### src/rtl/wb_writer_if.sv
// Bundle of the write-back queue's producer, register-file and hazard-query signals.
// master = pipeline side, slave = wb_writer.
interface wb_writer_if #(
  parameter int XLEN  = 32,
  parameter int DEPTH = 4
);
  localparam int CW = $clog2(DEPTH) + 1;

  logic            flush;
  logic            alu_valid;
  logic [4:0]      alu_rd;
  logic [XLEN-1:0] alu_data;
  logic            alu_ready;
  logic            lsu_valid;
  logic [4:0]      lsu_rd;
  logic [XLEN-1:0] lsu_data;
  logic            lsu_ready;
  logic            reg_wr;
  logic [4:0]      wa;
  logic [XLEN-1:0] wda;
  logic [4:0]      ra;
  logic [4:0]      rb;
  logic            haz_a;
  logic            haz_b;
  logic [CW-1:0]   count;

  modport master (
    output flush, alu_valid, alu_rd, alu_data, lsu_valid, lsu_rd, lsu_data, ra, rb,
    input  alu_ready, lsu_ready, reg_wr, wa, wda, haz_a, haz_b, count
  );

  modport slave (
    input  flush, alu_valid, alu_rd, alu_data, lsu_valid, lsu_rd, lsu_data, ra, rb,
    output alu_ready, lsu_ready, reg_wr, wa, wda, haz_a, haz_b, count
  );
endinterface

### src/rtl/wb_writer.sv
// In-order write-back queue: merges ALU and LSU results, drains one per cycle to the
// register file write port and reports RAW hazards for the two decode read addresses.
module wb_writer #(
  parameter int XLEN  = 32,
  parameter int DEPTH = 4
) (
  input  logic       clock,
  input  logic       reset,
  wb_writer_if.slave bus
);
  localparam int AW = $clog2(DEPTH);
  localparam int CW = AW + 1;

  logic [4:0]      rd_mem_q   [DEPTH];
  logic [4:0]      rd_mem_d   [DEPTH];
  logic [XLEN-1:0] data_mem_q [DEPTH];
  logic [XLEN-1:0] data_mem_d [DEPTH];
  logic [AW-1:0]   wr_ptr_q, wr_ptr_d;
  logic [AW-1:0]   rd_ptr_q, rd_ptr_d;
  logic [AW-1:0]   lsu_slot;
  logic [CW-1:0]   count_q, count_d;
  logic [4:0]      wa_q, wa_d;
  logic [XLEN-1:0] wda_q, wda_d;

  logic            alu_ready, lsu_ready;
  logic            alu_push, lsu_push, pop;
  logic [AW-1:0]   offset [DEPTH];
  logic [DEPTH-1:0] entry_vld;
  logic            haz_a, haz_b;

  // Ready looks only at the registered count; a pop in the same cycle frees nothing.
  always_comb begin
    alu_ready = count_q < CW'(DEPTH);
    lsu_ready = (count_q <= CW'(DEPTH - 2)) || (!bus.alu_valid && (count_q < CW'(DEPTH)));
    alu_push  = bus.alu_valid && alu_ready && (bus.alu_rd != 5'd0);
    lsu_push  = bus.lsu_valid && lsu_ready && (bus.lsu_rd != 5'd0);
    pop       = (count_q != '0) && !bus.flush;
  end

  always_comb begin
    haz_a     = 1'b0;
    haz_b     = 1'b0;
    entry_vld = '0;
    offset    = '{default: '0};
    for (int unsigned i = 0; i < DEPTH; i++) begin
      offset[i]    = AW'(i) - rd_ptr_q;
      entry_vld[i] = {1'b0, offset[i]} < count_q;
      if (entry_vld[i] && (bus.ra != 5'd0) && (rd_mem_q[i] == bus.ra)) haz_a = 1'b1;
      if (entry_vld[i] && (bus.rb != 5'd0) && (rd_mem_q[i] == bus.rb)) haz_b = 1'b1;
    end
  end

  // wa/wda are registered copies of the next head, taken from the post-update queue so
  // an entry pushed into an empty queue is presented right after the accepting edge.
  always_comb begin
    rd_mem_d   = rd_mem_q;
    data_mem_d = data_mem_q;
    wr_ptr_d   = wr_ptr_q;
    rd_ptr_d   = rd_ptr_q;
    count_d    = count_q;
    wa_d       = wa_q;
    wda_d      = wda_q;
    lsu_slot   = wr_ptr_q + AW'(alu_push);
    if (bus.flush) begin
      count_d  = '0;
      wr_ptr_d = '0;
      rd_ptr_d = '0;
    end else begin
      if (alu_push) begin
        rd_mem_d[wr_ptr_q]   = bus.alu_rd;
        data_mem_d[wr_ptr_q] = bus.alu_data;
      end
      if (lsu_push) begin
        rd_mem_d[lsu_slot]   = bus.lsu_rd;
        data_mem_d[lsu_slot] = bus.lsu_data;
      end
      wr_ptr_d = wr_ptr_q + AW'(alu_push) + AW'(lsu_push);
      rd_ptr_d = rd_ptr_q + AW'(pop);
      count_d  = count_q + CW'(alu_push) + CW'(lsu_push) - CW'(pop);
      if (count_d != '0) begin
        wa_d  = rd_mem_d[rd_ptr_d];
        wda_d = data_mem_d[rd_ptr_d];
      end
    end
  end

  always_ff @(posedge clock or negedge reset) begin
    if (!reset) begin
      for (int unsigned i = 0; i < DEPTH; i++) begin
        rd_mem_q[i]   <= '0;
        data_mem_q[i] <= '0;
      end
      wr_ptr_q <= '0;
      rd_ptr_q <= '0;
      count_q  <= '0;
      wa_q     <= '0;
      wda_q    <= '0;
    end else begin
      rd_mem_q   <= rd_mem_d;
      data_mem_q <= data_mem_d;
      wr_ptr_q   <= wr_ptr_d;
      rd_ptr_q   <= rd_ptr_d;
      count_q    <= count_d;
      wa_q       <= wa_d;
      wda_q      <= wda_d;
    end
  end

  assign bus.alu_ready = alu_ready;
  assign bus.lsu_ready = lsu_ready;
  assign bus.reg_wr    = pop;
  assign bus.wa        = wa_q;
  assign bus.wda       = wda_q;
  assign bus.haz_a     = haz_a;
  assign bus.haz_b     = haz_b;
  assign bus.count     = count_q;
endmodule
### src/flat_wrapper.sv
// flat-port wrapper written by rule: the top's interface ports become plain ports
module wb_writer_flat 
#(
  parameter int XLEN  = 32,
  parameter int DEPTH = 4
)
  (clock, reset, bus_flush, bus_alu_valid, bus_alu_rd, bus_alu_data, bus_lsu_valid, bus_lsu_rd, bus_lsu_data, bus_ra, bus_rb, bus_alu_ready, bus_lsu_ready, bus_reg_wr, bus_wa, bus_wda, bus_haz_a, bus_haz_b, bus_count);
  wb_writer_if #(.XLEN(XLEN), .DEPTH(DEPTH)) bus_i ();
  input  logic clock;
  input  logic reset;
  input wire logic [$bits(bus_i.flush)-1:0] bus_flush;
  input wire logic [$bits(bus_i.alu_valid)-1:0] bus_alu_valid;
  input wire logic [$bits(bus_i.alu_rd)-1:0] bus_alu_rd;
  input wire logic [$bits(bus_i.alu_data)-1:0] bus_alu_data;
  input wire logic [$bits(bus_i.lsu_valid)-1:0] bus_lsu_valid;
  input wire logic [$bits(bus_i.lsu_rd)-1:0] bus_lsu_rd;
  input wire logic [$bits(bus_i.lsu_data)-1:0] bus_lsu_data;
  input wire logic [$bits(bus_i.ra)-1:0] bus_ra;
  input wire logic [$bits(bus_i.rb)-1:0] bus_rb;
  output wire logic [$bits(bus_i.alu_ready)-1:0] bus_alu_ready;
  output wire logic [$bits(bus_i.lsu_ready)-1:0] bus_lsu_ready;
  output wire logic [$bits(bus_i.reg_wr)-1:0] bus_reg_wr;
  output wire logic [$bits(bus_i.wa)-1:0] bus_wa;
  output wire logic [$bits(bus_i.wda)-1:0] bus_wda;
  output wire logic [$bits(bus_i.haz_a)-1:0] bus_haz_a;
  output wire logic [$bits(bus_i.haz_b)-1:0] bus_haz_b;
  output wire logic [$bits(bus_i.count)-1:0] bus_count;
  assign bus_i.flush = bus_flush;
  assign bus_i.alu_valid = bus_alu_valid;
  assign bus_i.alu_rd = bus_alu_rd;
  assign bus_i.alu_data = bus_alu_data;
  assign bus_i.lsu_valid = bus_lsu_valid;
  assign bus_i.lsu_rd = bus_lsu_rd;
  assign bus_i.lsu_data = bus_lsu_data;
  assign bus_i.ra = bus_ra;
  assign bus_i.rb = bus_rb;
  assign bus_alu_ready = bus_i.alu_ready;
  assign bus_lsu_ready = bus_i.lsu_ready;
  assign bus_reg_wr = bus_i.reg_wr;
  assign bus_wa = bus_i.wa;
  assign bus_wda = bus_i.wda;
  assign bus_haz_a = bus_i.haz_a;
  assign bus_haz_b = bus_i.haz_b;
  assign bus_count = bus_i.count;
  wb_writer #(.XLEN(XLEN), .DEPTH(DEPTH)) u_core (.clock(clock), .reset(reset), .bus(bus_i));
endmodule
### config.mk
export PLATFORM = sky130hd
export DESIGN_NAME = wb_writer_flat
export DESIGN_NICKNAME = d
export VERILOG_FILES = /design/src/rtl/wb_writer_if.sv /design/src/rtl/wb_writer.sv /design/src/flat_wrapper.sv
export SDC_FILE = /design/constraint.sdc
export NUM_CORES = 1
export LEC_CHECK = 0
export CORE_ASPECT_RATIO = 1.4
export CORE_MARGIN = 5
export CORE_UTILIZATION = 59
export DETAILED_ROUTE_END_ITERATION = 10
export PLACE_DENSITY = 0.82
export SLEW_MARGIN = 20
export SYNTH_ARGS = -nofsm -noshare
export SYNTH_HDL_FRONTEND = slang
export SYNTH_SLANG_ARGS = --single-unit
### constraint.sdc
create_clock -name clock -period 5.25 [get_ports clock]
set_input_delay 0.525 -clock clock [delete_from_list [all_inputs] [get_ports clock]]
set_output_delay 0.525 -clock clock [all_outputs]
set_load 0.03 [all_outputs]
After elaboration in Yosys (flattened, before gate mapping)
Index checks and enable logic that the tools add are counted.

word-level totals
  register bits after elaboration = 192
  input bits = 89
  output and inout port bits = 45
  word-level logic and storage cells = 117

operators by class
  $add $sub $neg = 10
  $lt $le $gt $ge = 11
  equal/unequal tests = 8
  multiplexer cells = 37
  bitwise gates (word level) = 4
  reduce and logical (&&, ||, !) cells = 34

operators by type and width
  cell                                                                  number
  128-bit two-way mux                                                   4
  128-bit bitwise mux                                                   2
  32-bit demux with 2-bit select                                        2
  32-bit two-way mux                                                    4
  20-bit two-way mux                                                    4
  32-bit binary-select mux with 2-bit select                            1
  20-bit bitwise mux                                                    2
  5-bit == test                                                         8
  1-bit logical AND                                                     24
  5-bit demux with 2-bit select                                         2
  5-bit two-way mux                                                     4
  5-bit nonzero test                                                    4
  2-bit by 3-bit < comparator with 1-bit output                         4
  5-bit binary-select mux with 2-bit select                             1
  3-bit >= comparator, second input constant                            3
  2-bit inverter with 3-bit output                                      3
  1-bit two-way mux                                                     8
  2-bit by 1-bit adder with 2-bit output                                3
  3-bit by 1-bit adder with 3-bit output                                2
  3-bit by 1-bit < comparator with 1-bit output, second input constant  2
  3-bit nonzero test                                                    2
  2-bit two-way mux                                                     2
  1-bit by 2-bit subtractor with 2-bit output, first input constant     2
  2-bit subtractor, first input constant                                2
  8 further kinds                                                       9

Logic depth before layout (Yosys ltp)
Gate-level depths: netlist of the first run.

  word-level depth = 15
  depth in mapped cells = 15
  mapped depth without buffers = 13

Worst setup path before layout of the first run
OpenSTA, ideal clock, no wires.

  path type = input to register
  start point = input bus_flush
  end point = register u_core.wda_q[12], in the netlist u_core.bus.wda[12]
  library setup time = 0.091 ns
  arrival time = 4.522 ns
  data required time = 5.159 ns
  setup slack = 0.638 ns
  stages on the path = 14
  path buffers = 4
  path through = clkbuf_1 clkbuf_1 buf_1 a31oi_1 ha_1 fa_1 fa_1 and2_1 a211oi_1 clkbuf_1 o41ai_1 a21oi_1 nor2_1 o2111ai_1

on the way
  cells in the longest elaborated chain, start to end = 7
  elaborated cells on any way between the ends = 11
  classes of those cells = add/sub (2); mux (3); bitwise (2); reduce/logical (4)

ends and longest elaborated chain
  item                                                    RTL line            text
  start: declaration                                      flat_wrapper.sv:11  input wire logic [$bits(bus_i.flush)-1:0] bus_flush;
  1-bit logical NOT *                                     wb_writer.sv:37     pop = (count_q != '0) && !bus.flush;
  1-bit logical AND *                                     wb_writer.sv:37
  named net bus_reg_wr                                    flat_wrapper.sv:22  output wire logic [$bits(bus_i.reg_wr)-1:0] bus_reg_wr;
  2-bit by 1-bit adder with 2-bit output                  wb_writer.sv:78     rd_ptr_d = rd_ptr_q + AW'(pop);
  2-bit inverter with 3-bit output (implied by the code)  wb_writer.sv:82     wda_d = data_mem_d[rd_ptr_d];
  32-bit binary-select mux with 2-bit select              wb_writer.sv:82
  32-bit two-way mux (implied by the code) (2 in a row)   wb_writer.sv:82
  end signal: assignment                                  wb_writer.sv:105    wda_q <= wda_d;
  end: declaration                                        wb_writer.sv:23     logic [XLEN-1:0] wda_q, wda_d;

Mark *: on every way through the listed nets, which the timed path passes. The rest lies on a longest branch. The select of a mux whose other input is x is not followed.
A chain may end at the register's enable or synchronous reset.

Final worst setup path of the first run
  start point = input bus_alu_rd[0]
  end point = register u_core.wda_q[8], in the netlist u_core.bus.wda[8]

on the way
  cells in the longest elaborated chain, start to end = 14
  elaborated cells on any way between the ends = 22
  classes of those cells = add/sub (4); order compare (2); mux (10); bitwise (1); reduce/logical (5)

ends and longest elaborated chain
  item                                                                                                        RTL line            text
  start: declaration                                                                                          flat_wrapper.sv:13  input wire logic [$bits(bus_i.alu_rd)-1:0] bus_alu_rd;
  5-bit nonzero test *                                                                                        wb_writer.sv:35     alu_push = bus.alu_valid && alu_ready && (bus.alu_rd != 5'd0);
  1-bit logical AND *                                                                                         wb_writer.sv:35
  2-bit by 1-bit adder with 2-bit output                                                                      wb_writer.sv:63     lsu_slot = wr_ptr_q + AW'(alu_push);
  2-bit inverter with 3-bit output (implied by the code)                                                      wb_writer.sv:75     data_mem_d[lsu_slot] = bus.lsu_data;
  3-bit >= comparator (implied by the code) or 3-bit by 1-bit < comparator with 1-bit output (tied branches)  wb_writer.sv:75
  1-bit logical AND (implied by the code)                                                                     wb_writer.sv:75
  32-bit two-way mux (implied by the code)                                                                    wb_writer.sv:75
  32-bit demux with 2-bit select                                                                              wb_writer.sv:75
  128-bit bitwise mux                                                                                         wb_writer.sv:75
  128-bit two-way mux                                                                                         wb_writer.sv:73     if (lsu_push) begin
  128-bit two-way mux                                                                                         wb_writer.sv:64     if (bus.flush) begin
  32-bit binary-select mux with 2-bit select                                                                  wb_writer.sv:82
  32-bit two-way mux (implied by the code) (2 in a row)                                                       wb_writer.sv:82

Every way passes the cells marked *; elsewhere a longest branch is shown, timed or not. The select of a mux whose other input is x is not followed.

==> impl_metrics.toml, run 1 <==
[timing]
fin_worst_skew_ns = 0.0132
fin_crit_ns = 4.50
fin_hold_ws_ns = -0.0223
fin_setup_tns_ns = 0
finalHoldViolations = 10
finalSetupViolations = 0
postLayoutSetupSlackWorst_ns = 0.751
timing.fmax_ghz = 0.222
final-max-slew-violation-count = 0
finalCritPeriodShare_pct = 85.7
grt_setup_unrepaired = "false"
max-slew-margin-rel_pct = 30.6
worst_slew_pin_slew_ns = 1.04

[cts]
cts_tree = "done"
tritoncts.num_buffers = 17
worst_skew_pair.late_latency_ns = 0.46
clock_tree.root_cell = "sky130_fd_sc_hd__clkbuf_16"
post_cts_buffers = 0
cts_resized = 0
total_number_of_h_tree_levels = 4
cts-hold-fix-buffers = 0
clkSlewWorstSetupHoldPaths_ns = 0.07
cts.sinks = 192
clockBufferDepth = 2

[detailed_routing]
drt_initial_violations = 2231
route.vias.total = 14300
routed_wl_um = 48300
detail-route-antenna-nets = 0
drcViolationCount = 0
post_drt_wl_per_cell_um = 24.6
detail_route.first_pass.iterations = 6
avgViaCountPerCell = 7.26

[floorplan]
floorplan.die.width_um = 139
io_pins = 134
placementRows = 66
die_height_um = 190
floorplan.initialDensity_pct = 59.3
floorplan.core_area_um2 = 23000
dieArea_um2 = 26400

[synthesis]
synth_top_cell_area_share_pct = 35.1
synthesis.nets = 1777
synthMostInstantiatedCell = "sky130_fd_sc_hd__nand2_1"
ranking_of_synthesized_cells_by_area = "sky130_fd_sc_hd__dfrtp_1 35%, sky130_fd_sc_hd__nand2_1 11%, sky130_fd_sc_hd__a22oi_1 7.7%"
most_frequent_cells_after_synthesis = "391 x sky130_fd_sc_hd__nand2_1, 192 x sky130_fd_sc_hd__dfrtp_1, 141 x sky130_fd_sc_hd__a22oi_1"
async_flop_share_pct = 100
synth_area_um2 = 13700
synthesis.instances = 1677
seq_area_frac_synth_pct = 35.1
synth_warnings = 0
post_synth.cell_area_avg_um2 = 8.15
yosys_register_bits = 192
synth_enable_flop_cells = 0
synth_top_cell_by_area = "sky130_fd_sc_hd__dfrtp_1"
dominantRegCellSynth = "sky130_fd_sc_hd__dfrtp_1"
yosysUniqueCellTypes = 67

[pwr]
power_per_cell_area_nw_per_um2 = 635
total_leakage_power_nw = 5.92
p_seq_share_pct = 27.7
internal_power_w = 0.00500
switching_share_of_total_power_pct = 48.6
power_switching_w = 0.00473
clock_power_share_pct = 14.7
comb_power_share_pct = 57.6
ir_worst_vdd_mv = 0.389

[worst_setup_path]
cp_max_fo = 36
worstPathCellList = "clkdlybuf4s50_1 > nor3_2 > a21oi_1 > inv_1 > ha_1 > fa_1 > fa_1 > and2_1 > a211oi_4 > buf_4 > o41ai_1 > a31oi_1 > o211ai_1 > o2111ai_1"
end_kind = "register"
cpLargestDelayFamily = "buffers and inverters"
timing.critical_path.mode_cell = "sky130_fd_sc_hd__fa_1"
critical_path_required_ns = 5.61
timing.critical_path.slowest_stage_cell = "sky130_fd_sc_hd__nor3_2"
worst_path_largest_cell_delay_ns = 0.62
crit_type = "input pin to register"
path_buf_inv = 3
crit_path_arrival_time_ns = 4.85
critPathLaunchType = "input pin"

[global_routing]
overflow = 0
global_route.usage.total_pct = 35.8
first_pass_grt_wire_length_um = 76700
grt_antenna_before_repair = 0
grt_start_max_net_pins = 121
first_global_vias = 14200

[place]
placedCellCount = 1929
port_buffers = 133
hpwlAfterDp_um = 28400
gp_routability_congestion = 0.940
pre_cts_ws_ns = 0.422

[finish]
drive_above_1_share_pct = 9.29
fill_cells = 1916
area_growth_syn_to_layout_pct = 12.2
final_nets = 1744
diodes_inserted = 0
instances_no_fill = 1963
finalCoreUtilization_pct = 66.6

[worst_hold_path]
worstHoldPathType = "input pin to asynchronous set/reset pin"

[flow_run]
max-cap-violations = 0

[run_status]
failed_checks = "hold timing"
status = "finished, violations left"
## power groups by stage
stage               combinational [W]  clock (W)  sequential [W]
floorplan                     0.00371          0         0.00284
global placement              0.00528          0         0.00266
detailed placement            0.00544          0         0.00268
CTS                           0.00547    0.00143         0.00267
global route                  0.00602    0.00149         0.00275
finish                        0.00561    0.00143         0.00269
## metal layers
layer | wire length [um] | GRT usage [%]
met5 | 0 | 0
met4 | 3050 | 23.0
met3 | 5670 | 8.10
met2 | 22400 | 57.0
met1 | 17200 | 43.9
## cell usage in the layout (no fill, tap or decap), drive strengths merged, types with 8 or more instances in the layout
cell type / instances
o21ai: 158
nor3: 8
mux2i: 38
nor2: 53
inv: 13
clkbuf: 20
xnor2: 25
nand3: 70
nand4: 8
a22oi: 141
buf: 48
dfrtp: 192
clkdlybuf4s50: 131
ha: 9
nand2: 391
a21oi: 48
xor2: 23
a31oi: 39
o41ai: 68
o211ai: 70
o2111ai: 35
## logic make-up after synthesis
logic type                 count (synthesis)  share of synthesized area [%]
DFF                                      192                           35.1
adders and majority gates                 11                           1.12
buffers and inverters                    240                           9.02
and+or+nand+nor                          561                           17.4
xor gates and xnor gates                  48                           3.07
AOI/OAI and AO/OA                        586                           31.4
muxes                                     39                           2.86
## worst paths after layout
check                                            start                endpoint  slack (ns)  cells after the start
worst min-delay path                             reset   u_core.data_mem_q[71]       -0.02                      1
worst min register to register  u_core.data_mem_q[105]  u_core.data_mem_q[105]        0.49                      2
max in group asynchronous                        reset   u_core.data_mem_q[10]        3.89                      3
worst max register to register     u_core.bus.count[2]       u_core.bus.wda[8]        0.77                     14
worst max-delay path                     bus_alu_rd[0]       u_core.bus.wda[8]        0.75                     14
min in group clock              u_core.data_mem_q[105]  u_core.data_mem_q[105]        0.49                      2
## flip-flops by register name, indices dropped and copies added, names as in the netlist
signal             count
u_core.data_mem_q    128
u_core.bus.wda        32
u_core.rd_mem_q       20
u_core.bus.wa          5
u_core.bus.count       3
u_core.rd_ptr_q        2
u_core.wr_ptr_q        2
## area by class of cell
type / instances / area (um2) / share of cell area, %
clock inverters: 13 / 174 / 1.13
inverters: 8 / 30.0 / 0.196
flip-flops and latches: 192 / 4800 / 31.3
multi-input cells: 1245 / 7750 / 50.5
well taps: 306 / 383 / 2.50
clock buffers: 19 / 453 / 2.95
repair buffers: 180 / 1740 / 11.4
## per-stage QoR
| step | area, um2 | power (W) |
|---|---|---|
| after global placement | 14700 | 0.00795 |
| after CTS | 15300 | 0.00956 |
| after global routing | 15300 | 0.0103 |
| final | 15300 | 0.00973 |
| after floorplan | 13700 | 0.00655 |
| after detailed placement | 14700 | 0.00812 |
(Power assumes the default switching activity.)
==> run 2: changes to the inputs <==
--- a/config.mk
+++ b/config.mk
@@ -7,9 +7,9 @@
 export LEC_CHECK = 0
 export CORE_ASPECT_RATIO = 1.4
 export CORE_MARGIN = 5
-export CORE_UTILIZATION = 59
+export CORE_UTILIZATION = 60
 export DETAILED_ROUTE_END_ITERATION = 10
-export PLACE_DENSITY = 0.82
+export PLACE_DENSITY = 0.83
 export SLEW_MARGIN = 20
 export SYNTH_ARGS = -nofsm -noshare
 export SYNTH_HDL_FRONTEND = slang
==> constraint.sdc (replaced) <==
create_clock -name clock -period 5.3 [get_ports clock]
set_input_delay 0.53 -clock clock [delete_from_list [all_inputs] [get_ports clock]]
set_output_delay 0.53 -clock clock [all_outputs]
set_load 0.03 [all_outputs]
==> impl_metrics.toml, run 2 (synthesis results as in run 1) <==
[run_status]
status = "finished clean"

[cts]
post_cts_buffers = 0
clockBufferDepth = 2
cts_tree = "done"
cts-hold-fix-buffers = 0
clkSlewWorstSetupHoldPaths_ns = 0.07
tritoncts.num_buffers = 17
worst_skew_pair.late_latency_ns = 0.45
cts.sinks = 192
clock_tree.root_cell = "sky130_fd_sc_hd__clkbuf_16"
total_number_of_h_tree_levels = 4
cts_resized = 0

[detailed_routing]
drcViolationCount = 0
detail-route-antenna-nets = 0
avgViaCountPerCell = 7.29
routed_wl_um = 48400
route.vias.total = 14300
detail_route.first_pass.iterations = 7
post_drt_wl_per_cell_um = 24.7
drt_initial_violations = 2558

[timing]
finalHoldViolations = 0
finalSetupViolations = 0
worst_slew_pin_slew_ns = 1.24
postLayoutSetupSlackWorst_ns = 0.781
max-slew-margin-rel_pct = 16.6
fin_setup_tns_ns = 0
fin_hold_ws_ns = 0.209
fin_worst_skew_ns = 0.0110
grt_setup_unrepaired = "false"
finalCritPeriodShare_pct = 85.3
timing.fmax_ghz = 0.221
final-max-slew-violation-count = 0
fin_crit_ns = 4.52

[pwr]
clock_power_share_pct = 15.1
power_switching_w = 0.00465
internal_power_w = 0.00503
total_leakage_power_nw = 5.95
ir_worst_vdd_mv = 0.315
power_per_cell_area_nw_per_um2 = 629
p_seq_share_pct = 27.5
comb_power_share_pct = 57.4
switching_share_of_total_power_pct = 48.0

[worst_hold_path]
worstHoldPathType = "input pin to asynchronous set/reset pin"

[worst_setup_path]
critical_path_required_ns = 5.65
crit_type = "input pin to register"
crit_end = "u_core.bus.wda[12]"
critical_path.reg2reg.endpoint = "u_core.bus.wda[12]"
cp_max_fo = 36
depth_of_the_worst_register_to_register_path = 14
worstPathCellList = "clkdlybuf4s50_1 > nor3_2 > a21oi_1 > inv_1 > ha_1 > fa_1 > fa_1 > and2_1 > a211oi_4 > buf_4 > o41ai_1 > a21oi_1 > nor2_1 > o2111ai_1"
crit_path_arrival_time_ns = 4.87
worstReg2RegStart = "u_core.bus.count[2]"
crit_path_start = "bus_alu_rd[0]"
end_kind = "register"
timing.reg2reg.setup_slack_ns = 0.86
worst_path_largest_cell_delay_ns = 0.61
critPathLaunchType = "input pin"
timing.critical_path.slowest_stage_cell = "sky130_fd_sc_hd__clkdlybuf4s50_1"

[place]
post_dp_cell_area_um2 = 14700
port_buffers = 133
gp_routability_congestion = 0.917
placedCellCount = 1930
pre_cts_ws_ns = 0.519
hpwlAfterDp_um = 29000

[finish]
diodes_inserted = 0
drive_above_1_share_pct = 9.39
area_growth_syn_to_layout_pct = 12.5
final_cell_mix = "391 x sky130_fd_sc_hd__nand2_1, 192 x sky130_fd_sc_hd__dfrtp_1, 141 x sky130_fd_sc_hd__a22oi_1, 133 x sky130_fd_sc_hd__o21ai_1, 131 x sky130_fd_sc_hd__clkdlybuf4s50_1"
final_design_instance_area_without_fill_um2 = 15400
instances_no_fill = 1962
top_register = "u_core.data_mem_q"
largest_reg_flops = 128
fill_cells = 1813
final_nets = 1748
final_common_cell = "sky130_fd_sc_hd__nand2_1"

[floorplan]
io_pins = 134
floorplan.die.width_um = 138
floorplan.core_area_um2 = 22500
floorplan.initialDensity_pct = 60.7
dieArea_um2 = 26000
die_height_um = 189
placementRows = 65

[global_routing]
first_global_vias = 14100
overflow = 0
grt_antenna_before_repair = 0
global_route.usage.total_pct = 37.0
first_pass_grt_wire_length_um = 76200
grt_start_max_net_pins = 168

[flow_run]
max-cap-violations = 0
==> run 2: cell types whose count changed in the layout (fill, tap and decap cells not counted), sizes merged <==
cell      change
clkinvlp      -1
inv           -2
bufinv        +2
buf           +4
clkbuf        +1
==> run 2: routing by layer <==
metal / vias to the layer above / GRT usage, % / part of all wire [%]
li1: 6031 / - / -
met1: 6757 / 46.4 / 35
met2: 1218 / 57.7 / 47
met3: 301 / 7.37 / 12
met4: 0 / 23.8 / 6.6
met5: - / 0 / 0
==> run 2: power by group through the flow <==
stage / sequential (W) / combinational, W / clock (W)
3_5_place_dp: 0.00265 / 0.00540 / 0
2_1_floorplan: 0.00281 / 0.00368 / 0
4_1_cts: 0.00263 / 0.00542 / 0.00147
6_report: 0.00266 / 0.00556 / 0.00146
3_3_place_gp: 0.00263 / 0.00523 / 0
5_1_grt: 0.00273 / 0.00593 / 0.00152
==> run 2: through the flow <==
step	util (%)	total power, W
after CTS	68.3	0.00952
after detailed placement	65.4	0.00805
after global placement	65.4	0.00786
final	68.3	0.00968
after global routing	68.3	0.0102
after floorplan	-	0.00649
==> run 2: worst max-delay path, delay by kind of cell <==
family                     cells  cell delay [ns]
buffers and inverters          3             1.22
and+or+nand+nor                3             0.93
adders and majority gates      3             1.11
AOI/OAI and AO/OA              5             1.05
==> run 2: area by class of cell <==
type	instances	area [um2]	share of cell area, %
clock buffers	20	447	2.90
well taps	301	377	2.45
inverters	8	30.0	0.195
clock inverters	12	203	1.32
repair buffers	184	1780	11.6
flip-flops and latches	192	4800	31.2
multi-input cells	1245	7740	50.3
==> run 2: worst min-delay path by stage <==
| stage | endpoint |
|---|---|
| floorplan | u_core.bus.count[0] |
| global route | u_core.data_mem_q[8] |
| detailed placement | u_core.data_mem_q[31] |
| finish | u_core.data_mem_q[71] |
| CTS | u_core.data_mem_q[71] |
| global placement | u_core.data_mem_q[32] |
